<file path="config.mk">
export PLATFORM = sky130hd
export DESIGN_NAME = splt_me
export DESIGN_NICKNAME = d
export VERILOG_FILES = /design/src/rtl/splt_me_pkg.sv /design/src/rtl/splt_me_fifo.sv /design/src/rtl/splt_me.sv
export SDC_FILE = /design/constraint.sdc
export NUM_CORES = 1
export LEC_CHECK = 0
export BUFFER_PORTS_ARGS = -buffer_cell sky130_fd_sc_hd__buf_2
export CAP_MARGIN = 30
export CORE_AREA = 4 4 211 213
export DETAILED_ROUTE_END_ITERATION = 6
export DIE_AREA = 0 0 215 217
export GPL_ROUTABILITY_DRIVEN = 0
export MAX_ROUTING_LAYER = met4
export PLACE_DENSITY = 0.44
export SLEW_MARGIN = 25
export SYNTH_ARGS = -nofsm -noshare
export SYNTH_HDL_FRONTEND = slang
export SYNTH_SLANG_ARGS = --single-unit
</file>
<file path="constraint.sdc">
create_clock -name clk -period 2.5 [get_ports clk]
set_clock_uncertainty 0.2 [all_clocks]
set_input_delay 0.375 -clock clk [delete_from_list [all_inputs] [get_ports clk]]
set_output_delay 0.375 -clock clk [all_outputs]
set_load 0.01 [all_outputs]
</file>
<file path="src/rtl/splt_me_pkg.sv">
// splt_me_pkg
//   Shared definitions for the ICB address splitter:
//   - clog2 helper used for FIFO pointer and count widths
//   - default per-port base address / compare mask tables for a
//     4-port, 32-bit address configuration (port k at bits [(k+1)*32-1:k*32])
package splt_me_pkg;

    localparam int unsigned DEF_SPLT_NUM = 4;
    localparam int unsigned DEF_AW       = 32;

    localparam logic [DEF_SPLT_NUM*DEF_AW-1:0] DEF_BASE_ADDR = {
        32'h4000_0000,
        32'h3000_0000,
        32'h2000_0000,
        32'h1000_0000
    };

    localparam logic [DEF_SPLT_NUM*DEF_AW-1:0] DEF_ADDR_MASK = {
        32'hF000_0000,
        32'hF000_0000,
        32'hF000_0000,
        32'hF000_0000
    };

    // Ceiling log2; clog2(1) = 0, clog2(2) = 1, clog2(3) = 2.
    function automatic int unsigned clog2(input int unsigned v);
        int unsigned r;
        r = 0;
        for (int unsigned i = 0; i < 32; i++) begin
            if ((64'd1 << i) < 64'(v)) begin
                r = i + 1;
            end
        end
        return r;
    endfunction

endpackage

</file>
<file path="src/rtl/splt_me_fifo.sv">
// fifo_simple
//   Small synchronous FIFO holding outstanding target ids.
//   Ports:
//     clk_i       clock
//     rst_ni      synchronous active-low reset (empties the FIFO)
//     push_vld_i  push request
//     push_rdy_o  push accepted (not full; see CUT_READY)
//     push_dat_i  push data
//     pop_vld_o   head entry valid (FIFO not empty)
//     pop_rdy_i   pop request
//     pop_dat_o   head entry data
//   CUT_READY=1 makes push_rdy_o depend only on registered state, so a
//   simultaneous pop never frees a slot for a push in the same cycle.
module fifo_simple
    import splt_me_pkg::*;
#(
    parameter int unsigned DW        = 8,
    parameter int unsigned DP        = 2,
    parameter bit          CUT_READY = 1'b1
) (
    input  logic          clk_i,
    input  logic          rst_ni,
    input  logic          push_vld_i,
    output logic          push_rdy_o,
    input  logic [DW-1:0] push_dat_i,
    output logic          pop_vld_o,
    input  logic          pop_rdy_i,
    output logic [DW-1:0] pop_dat_o
);

    localparam int unsigned PW = (DP > 1) ? clog2(DP) : 1;
    localparam int unsigned CW = clog2(DP + 1);

    logic [PW-1:0] wptr_q, wptr_d;
    logic [PW-1:0] rptr_q, rptr_d;
    logic [CW-1:0] cnt_q,  cnt_d;
    logic [DW-1:0] mem_q [DP];

    logic full, empty;
    logic push_en, pop_en;

    function automatic logic [PW-1:0] ptr_inc(input logic [PW-1:0] p);
        return (p == PW'(DP - 1)) ? '0 : p + 1'b1;
    endfunction

    always_comb begin
        full       = (cnt_q == CW'(DP));
        empty      = (cnt_q == '0);
        push_rdy_o = CUT_READY ? ~full : (~full | pop_rdy_i);
        push_en    = push_vld_i & push_rdy_o;
        pop_en     = pop_rdy_i & ~empty;
        pop_vld_o  = ~empty;
        pop_dat_o  = mem_q[rptr_q];
    end

    always_comb begin
        wptr_d = push_en ? ptr_inc(wptr_q) : wptr_q;
        rptr_d = pop_en  ? ptr_inc(rptr_q) : rptr_q;
        cnt_d  = cnt_q;
        if (push_en && !pop_en) begin
            cnt_d = cnt_q + 1'b1;
        end else if (pop_en && !push_en) begin
            cnt_d = cnt_q - 1'b1;
        end
    end

    always_ff @(posedge clk_i) begin
        if (!rst_ni) begin
            wptr_q <= '0;
            rptr_q <= '0;
            cnt_q  <= '0;
        end else begin
            wptr_q <= wptr_d;
            rptr_q <= rptr_d;
            cnt_q  <= cnt_d;
        end
    end

    // Storage needs no reset: entries are only observed while counted.
    always_ff @(posedge clk_i) begin
        if (push_en) begin
            mem_q[wptr_q] <= push_dat_i;
        end
    end

endmodule

</file>
<file path="src/rtl/splt_me.sv">
// splt_me
//   ICB 1-to-N address splitter. One upstream command/response bus is
//   decoded by address onto SPLT_NUM downstream buses; unmapped addresses
//   go to an internal error target that answers with err=1.
//   Responses return strictly in command order, tracked by a FIFO of
//   one-hot target ids (bit SPLT_NUM = error target).
//   Ports:
//     clk, rst                 clock, synchronous active-low reset
//     i_icb_cmd_*              upstream command (vld/rdy/read/addr/wdata/wmask/usr)
//     i_icb_rsp_*              upstream response (vld/rdy/err/rdata/usr)
//     o_bus_icb_cmd_*          downstream commands, packed per port
//     o_bus_icb_rsp_*          downstream responses, packed per port
module splt_me
    import splt_me_pkg::*;
#(
    parameter int unsigned              AW        = 32,
    parameter int unsigned              DW        = 32,
    parameter int unsigned              USR_W     = 1,
    parameter int unsigned              SPLT_NUM  = 4,
    parameter int unsigned              FIFO_DP   = 2,
    parameter logic [SPLT_NUM*AW-1:0]   BASE_ADDR = DEF_BASE_ADDR,
    parameter logic [SPLT_NUM*AW-1:0]   ADDR_MASK = DEF_ADDR_MASK
) (
    input  logic                        clk,
    input  logic                        rst,

    input  logic                        i_icb_cmd_vld,
    output logic                        i_icb_cmd_rdy,
    input  logic                        i_icb_cmd_read,
    input  logic [AW-1:0]               i_icb_cmd_addr,
    input  logic [DW-1:0]               i_icb_cmd_wdata,
    input  logic [DW/8-1:0]             i_icb_cmd_wmask,
    input  logic [USR_W-1:0]            i_icb_cmd_usr,

    output logic                        i_icb_rsp_vld,
    input  logic                        i_icb_rsp_rdy,
    output logic                        i_icb_rsp_err,
    output logic [DW-1:0]               i_icb_rsp_rdata,
    output logic [USR_W-1:0]            i_icb_rsp_usr,

    output logic [SPLT_NUM-1:0]         o_bus_icb_cmd_vld,
    input  logic [SPLT_NUM-1:0]         o_bus_icb_cmd_rdy,
    output logic [SPLT_NUM-1:0]         o_bus_icb_cmd_read,
    output logic [SPLT_NUM*AW-1:0]      o_bus_icb_cmd_addr,
    output logic [SPLT_NUM*DW-1:0]      o_bus_icb_cmd_wdata,
    output logic [SPLT_NUM*DW/8-1:0]    o_bus_icb_cmd_wmask,
    output logic [SPLT_NUM*USR_W-1:0]   o_bus_icb_cmd_usr,

    input  logic [SPLT_NUM-1:0]         o_bus_icb_rsp_vld,
    output logic [SPLT_NUM-1:0]         o_bus_icb_rsp_rdy,
    input  logic [SPLT_NUM-1:0]         o_bus_icb_rsp_err,
    input  logic [SPLT_NUM*DW-1:0]      o_bus_icb_rsp_rdata,
    input  logic [SPLT_NUM*USR_W-1:0]   o_bus_icb_rsp_usr
);

    localparam int unsigned TW = SPLT_NUM + 1;

    logic [TW-1:0] tgt_oh;
    logic          tgt_rdy;
    logic          fifo_unfull;
    logic          fifo_push;
    logic          fifo_unempty;
    logic [TW-1:0] fifo_head;
    logic [TW-1:0] head_oh;
    logic          fifo_pop;

    // Address decode. Scanning from the highest port down and overwriting
    // leaves the lowest-index hit; no hit leaves the error target selected.
    always_comb begin
        tgt_oh           = '0;
        tgt_oh[SPLT_NUM] = 1'b1;
        for (int unsigned k = SPLT_NUM; k > 0; k--) begin
            if ((i_icb_cmd_addr & ADDR_MASK[(k-1)*AW +: AW]) ==
                (BASE_ADDR[(k-1)*AW +: AW] & ADDR_MASK[(k-1)*AW +: AW])) begin
                tgt_oh        = '0;
                tgt_oh[k-1]   = 1'b1;
            end
        end
    end

    // Command path: payload broadcast, valid steered to the decoded port.
    always_comb begin
        tgt_rdy = tgt_oh[SPLT_NUM] | (|(tgt_oh[SPLT_NUM-1:0] & o_bus_icb_cmd_rdy));
        i_icb_cmd_rdy       = fifo_unfull & tgt_rdy;
        fifo_push           = i_icb_cmd_vld & i_icb_cmd_rdy;
        o_bus_icb_cmd_vld   = tgt_oh[SPLT_NUM-1:0] & {SPLT_NUM{i_icb_cmd_vld & fifo_unfull}};
        o_bus_icb_cmd_read  = {SPLT_NUM{i_icb_cmd_read}};
        o_bus_icb_cmd_addr  = {SPLT_NUM{i_icb_cmd_addr}};
        o_bus_icb_cmd_wdata = {SPLT_NUM{i_icb_cmd_wdata}};
        o_bus_icb_cmd_wmask = {SPLT_NUM{i_icb_cmd_wmask}};
        o_bus_icb_cmd_usr   = {SPLT_NUM{i_icb_cmd_usr}};
    end

    // The FIFO head is registered, so a command pushed this cycle cannot
    // be answered until the next cycle.
    fifo_simple #(
        .DW        (TW),
        .DP        (FIFO_DP),
        .CUT_READY (1'b1)
    ) u_fifo (
        .clk_i      (clk),
        .rst_ni     (rst),
        .push_vld_i (fifo_push),
        .push_rdy_o (fifo_unfull),
        .push_dat_i (tgt_oh),
        .pop_vld_o  (fifo_unempty),
        .pop_rdy_i  (fifo_pop),
        .pop_dat_o  (fifo_head)
    );

    // Response path: only the head port is visible upstream; every other
    // port sees rdy=0 and simply holds its response.
    always_comb begin
        head_oh           = fifo_head & {TW{fifo_unempty}};
        o_bus_icb_rsp_rdy = head_oh[SPLT_NUM-1:0] & {SPLT_NUM{i_icb_rsp_rdy}};
        i_icb_rsp_vld     = head_oh[SPLT_NUM];
        i_icb_rsp_err     = head_oh[SPLT_NUM];
        i_icb_rsp_rdata   = '0;
        i_icb_rsp_usr     = '0;
        for (int unsigned k = 0; k < SPLT_NUM; k++) begin
            if (head_oh[k]) begin
                i_icb_rsp_vld   = o_bus_icb_rsp_vld[k];
                i_icb_rsp_err   = o_bus_icb_rsp_err[k];
                i_icb_rsp_rdata = o_bus_icb_rsp_rdata[k*DW +: DW];
                i_icb_rsp_usr   = o_bus_icb_rsp_usr[k*USR_W +: USR_W];
            end
        end
        fifo_pop = i_icb_rsp_vld & i_icb_rsp_rdy;
    end

endmodule

</file>
==> results of run 1 <==
-- kinds of logic after synthesis --
family / Yosys count
buffers and inverters: 308
AO/OA/AOI/OAI: 121
AND/OR/NAND/NOR: 70
flip-flops: 15
multiplexers: 8
XOR/XNOR: 2
adder cells (fa/ha/maj): 1
-- per-layer routing --
metal	GRT usage
met1	0.0635
met2	0.107
met3	0.0197
met4	0.0371
met5	-
-- per-stage QoR --
stage / setup slack, ns / util
after floorplan: 0.0569 / -
after CTS: -0.0988 / 0.0979
after detailed placement: -0.0498 / 0.0948
after global placement: -0.0712 / 0.0948
after global routing: -0.141 / 0.106
-- what timing repair did --
action,4_1_cts,5_1_grt
resized for setup,19,43
pin swaps,11,24
hold buffers,0,0
setup endpoints to repair,36,34
cloned,0,4
buffers inserted,0,15
==> run_results.csv, run 1 <==
group,metric,value,unit
die,dieHeight,217,microns
synthesis,yosys_warnings,0,
synthesis,synth_top_cell_area_share,0.512,
outcome,outcome,"aborted with a tool error",
clocking,cts_buffers,3,
synthesis,yosys-top-cells-count,"buf_4 (281), o21ai_0 (40), nand2_1 (36)",
synthesis,yosysSeqAreaShare,0.0972,
synthesis,synth_xor_xnor_area_share,0.00425,
synthesis,syn_area_per_cell,7.85,sq um
die,die_x,215,microns
outcome,haltStage,"detailed routing",
clocking,cts_root_buf,"clkbuf_16",
place,place_inst,1018,
die,pin_count,542,
clocking,cts.sinks,15,
die,start_util,0.0965,
place,placement.cell_area,0.00405,sq mm
global_route,track_usage,0.0627,
synthesis,synth_top_cell_by_area,"buf_4",
global_route,grt.overflow.total,0,
place,io_buffer_count,211,
timing,crit_endpoint,"i_icb_rsp_rdata[21]",
synthesis,synth_top_family_by_area,"buffers and inverters",
synthesis,syn-cell-area,0.00412,sq mm
synthesis,synthMuxAreaShare,0.0222,
synthesis,synth_simple_gate_area_frac,0.0872,
place,dp_hpwl,13000,microns
global_route,antenna_found_initial,2,
clocking,cts_buffer_depth,2,
synthesis,ys_ff_latch,15,
global_route,grt_pass1_vias,3517,
synthesis,synth_fp_nets,744,
synthesis,yosys.area_share.adder,0.00304,
synthesis,synth_cell_types,50,
clocking,h-tree-depth,1,
synthesis,synth-main-ff-cell,"edfxtp_1",
outcome,firstError,"[ERROR DRT-0255] Maze Route cannot find path of net i_icb_cmd_addr[3] in worker of routeBox ( 193200 0 ) ( 215000 48300 ).",
global_route,grt_pass1_wl,22000,microns
synthesis,yosysMostFrequentCell,"buf_4",
global_route,grt_max_degree,30,
synthesis,synth-compound-area-share,0.238,
die,num_rows,76,
synthesis,synth_area_leaders,"buf_4 (51%), a221oi_2 (11%), edfxtp_1 (7.3%)",
synthesis,ys_async_sr_fraction,0,
synthesis,synth-edff-count,10,
synthesis,synth_cells,525,
timing,worst-ep-kind,"primary output",
==> run 2, diff against run 1 <==
--- a/config.mk
+++ b/config.mk
@@ -11,8 +11,7 @@
 export DETAILED_ROUTE_END_ITERATION = 6
 export DIE_AREA = 0 0 215 217
 export GPL_ROUTABILITY_DRIVEN = 0
-export MAX_ROUTING_LAYER = met4
-export PLACE_DENSITY = 0.44
+export PLACE_DENSITY_LB_ADDON = 0.15
 export SLEW_MARGIN = 25
 export SYNTH_ARGS = -nofsm -noshare
 export SYNTH_HDL_FRONTEND = slang
==> constraint.sdc (replaced) <==
create_clock -name clk -period 3.2 [get_ports clk]
set_clock_uncertainty 0.2 [all_clocks]
set_input_delay 0.48 -clock clk [delete_from_list [all_inputs] [get_ports clk]]
set_output_delay 0.48 -clock clk [all_outputs]
set_load 0.01 [all_outputs]
==> run 2 against run 1 <==
  * The flow now finishes without violations
  * Global-route usage increased by 0.85 points
  * Synthesized area did not move
  * Synthesized cell count did not move
==> run_results.csv, run 2 <==
group,metric,value,unit
outcome,outcome,"finished clean",
clocking,clk_latency,0.25,ns
clocking,path_clk_slew,0.05,ns
synthesis,syn_area_per_cell,7.85,sq um
setup_path,critPathCaptureType,"output pin",
synthesis,synth_fp_nets,744,
synthesis,syn-cell-area,0.00412,sq mm
timing,finalSetupViolations,0,
layout,nets,674,
clocking,cts.sinks,15,
die,dieHeight,217,microns
timing,slew_headroom,0.635,
clocking,hold_buffers,0,
min_path,hp-start,"u_fifo.wptr_q$_SDFFE_PN0P_",
layout,area_delta_synth_final,-5.22,%
power,vdd_drop_max,0.000177,V
global_route,grt_pass1_wl,24300,microns
setup_path,cp.arrival,2.35,ns
synthesis,synth_cell_types,50,
setup_path,cp.required,2.52,ns
synthesis,synth-edff-count,10,
layout,final_cell_count_no_fill,1001,
power,p_total,3.10,mW
synthesis,ys_ff_latch,15,
routing,antenna_left,0,
routing,via_count,2995,
clocking,h-tree-depth,1,
setup_path,crit_chain,"buf_4 > mux2_4 > nor2b_4 > and2_4 > buf_12 > a221oi_1 > o21ai_0 > buf_2",
power,p_leak,1.62,nW
setup_path,critPathMaxFanout,21,
die,fp.coreArea,0.0427,sq mm
synthesis,synth_area_leaders,"buf_4 (51%), a221oi_2 (11%), edfxtp_1 (7.3%)",
setup_path,critical_path.startpoint_type,"flop",
die,dieArea,0.0467,sq mm
routing,route.detailed.wl_per_inst,18.2,microns
die,pin_count,542,
synthesis,yosysMostFrequentCell,"buf_4",
layout,final_cell_mix,"buf_2 (211), o21ai_0 (40), nand2_1 (36)",
setup_path,max_stage_delay,0.37,ns
die,start_util,0.0965,
global_route,grt_pass1_vias,3235,
power,powerDensity,795,mW/mm^2
synthesis,ys_async_sr_fraction,0,
clocking,post_cts_resize_count,3,
global_route,grt_max_degree,25,
clocking,cts_tree,"yes",
routing,drt_iter0_drc,105,
layout,largest_registers,"u_fifo.mem_q (10), u_fifo.cnt_q (2)",
die,num_rows,76,
setup_path,cpMaxStageDelayCell,"a221oi_1",
synthesis,synth-main-ff-cell,"edfxtp_1",
layout,layout_commonest_cell,"buf_2",
timing,hold_viol_final,0,
timing,fin_crit,3.03,ns
layout,largest_reg_flops,10,
layout,regMostFlops,"u_fifo.mem_q",
timing,worstMarginPinSlew,0.540,ns
timing,fin_crit_sh,0.947,
layout,post-route-cell-area,0.00390,sq mm
clocking,cts_buffers,3,
synthesis,yosysSeqAreaShare,0.0972,
timing,holdWs,0.278,ns
place,placement.cell_area,0.00381,sq mm
synthesis,synth_top_cell_area_share,0.512,
timing,fmax,330,MHz
synthesis,synth_top_cell_by_area,"buf_4",
timing,slew_violations,0,
clocking,cts_root_buf,"clkbuf_16",
synthesis,yosys_warnings,0,
flow_run,max_cap_viol_count,0,
synthesis,synth_cells,525,
layout,fin_util,0.0914,
routing,firstDrtPassIters,4,
routing,vias_per_cell,2.99,
global_route,grt.overflow.total,0,
timing,rsz0062_at_grt,"false",
setup_path,path_class,"flop to output pin",
routing,wirelength,18200,microns
die,die_x,215,microns
place,place_inst,996,
min_path,hold_class,"flop to flop",
global_route,track_usage,0.0712,
place,dp_hpwl,15700,microns
synthesis,yosys-top-cells-count,"buf_4 (281), o21ai_0 (40), nand2_1 (36)",
clocking,cts_buffer_depth,2,
global_route,antenna_found_initial,7,
place,io_buffer_count,211,
routing,route.detailed.drc,0,
clocking,post-cts-setup-buffer-count,0,
layout,drive_gt1_frac,0.630,
==> run 2: routing by layer <==
metal,vias up,track usage,wire [microns],part of all wire
met5,-,0,44,0.0024
met4,6,0.0238,727,0.040
met3,96,0.0306,1920,0.11
met2,251,0.129,9240,0.51
met1,1279,0.0745,6310,0.35
li1,1363,-,-,-
==> run 2: through the flow <==
stage,worst slack [ns],TNS [ns]
after floorplan,0.652,0
after global placement,-0.0312,-0.0312
after detailed placement,-0.0353,-0.0353
after CTS,0.0236,0
after global routing,0.00640,0
final,0.171,0
==> run 2: cell type report <==
cell class / instances / area (sq um)
multi-input combinational: 202 / 1490
clock inverter: 1 / 5.00
fill: 4972 / 38800
antenna: 1 / 2.50
timing repair buffer: 229 / 1230
tap: 546 / 683
clock buffer: 3 / 75.1
sequential: 15 / 400
inverter: 4 / 15.0
==> run 2: worst paths after layout <==
path,slack (ns),cells past startpoint,endpoint
max,0.17,8,i_icb_rsp_rdata[0]
min,0.28,2,u_fifo.wptr_q$_SDFFE_PN0P_
max reg2reg,0.56,8,u_fifo.cnt_q[1]$_SDFFE_PN0P_
min reg2reg,0.28,2,u_fifo.wptr_q$_SDFFE_PN0P_
==> run 2: worst max-delay path: cells and delay by family (launching register included) <==
family          cells  cell delay (ns)
buf+inv             3             0.52
flops               1             0.34
mux                 1             0.31
simple gates        2             0.39
compound gates      2             0.52
==> run 2: logic make-up after synthesis <==
| logic type | count (synthesis) | share of synthesized area |
|---|---|---|
| compound gates | 121 | 0.238 |
| simple gates | 70 | 0.0872 |
| xor+xnor | 2 | 0.00425 |
| buf+inv | 308 | 0.548 |
| fa+ha+maj | 1 | 0.00304 |
| mux | 8 | 0.0222 |
| flops | 15 | 0.0972 |
==> run 2: power by group <==
part           total, mW  internal (mW)  switching, mW
combinational       2.57           1.04           1.53
clock              0.245          0.167         0.0780
sequential         0.285          0.248         0.0369
total               3.10           1.45           1.65
Note: power is estimated with default switching activity, not from simulation.
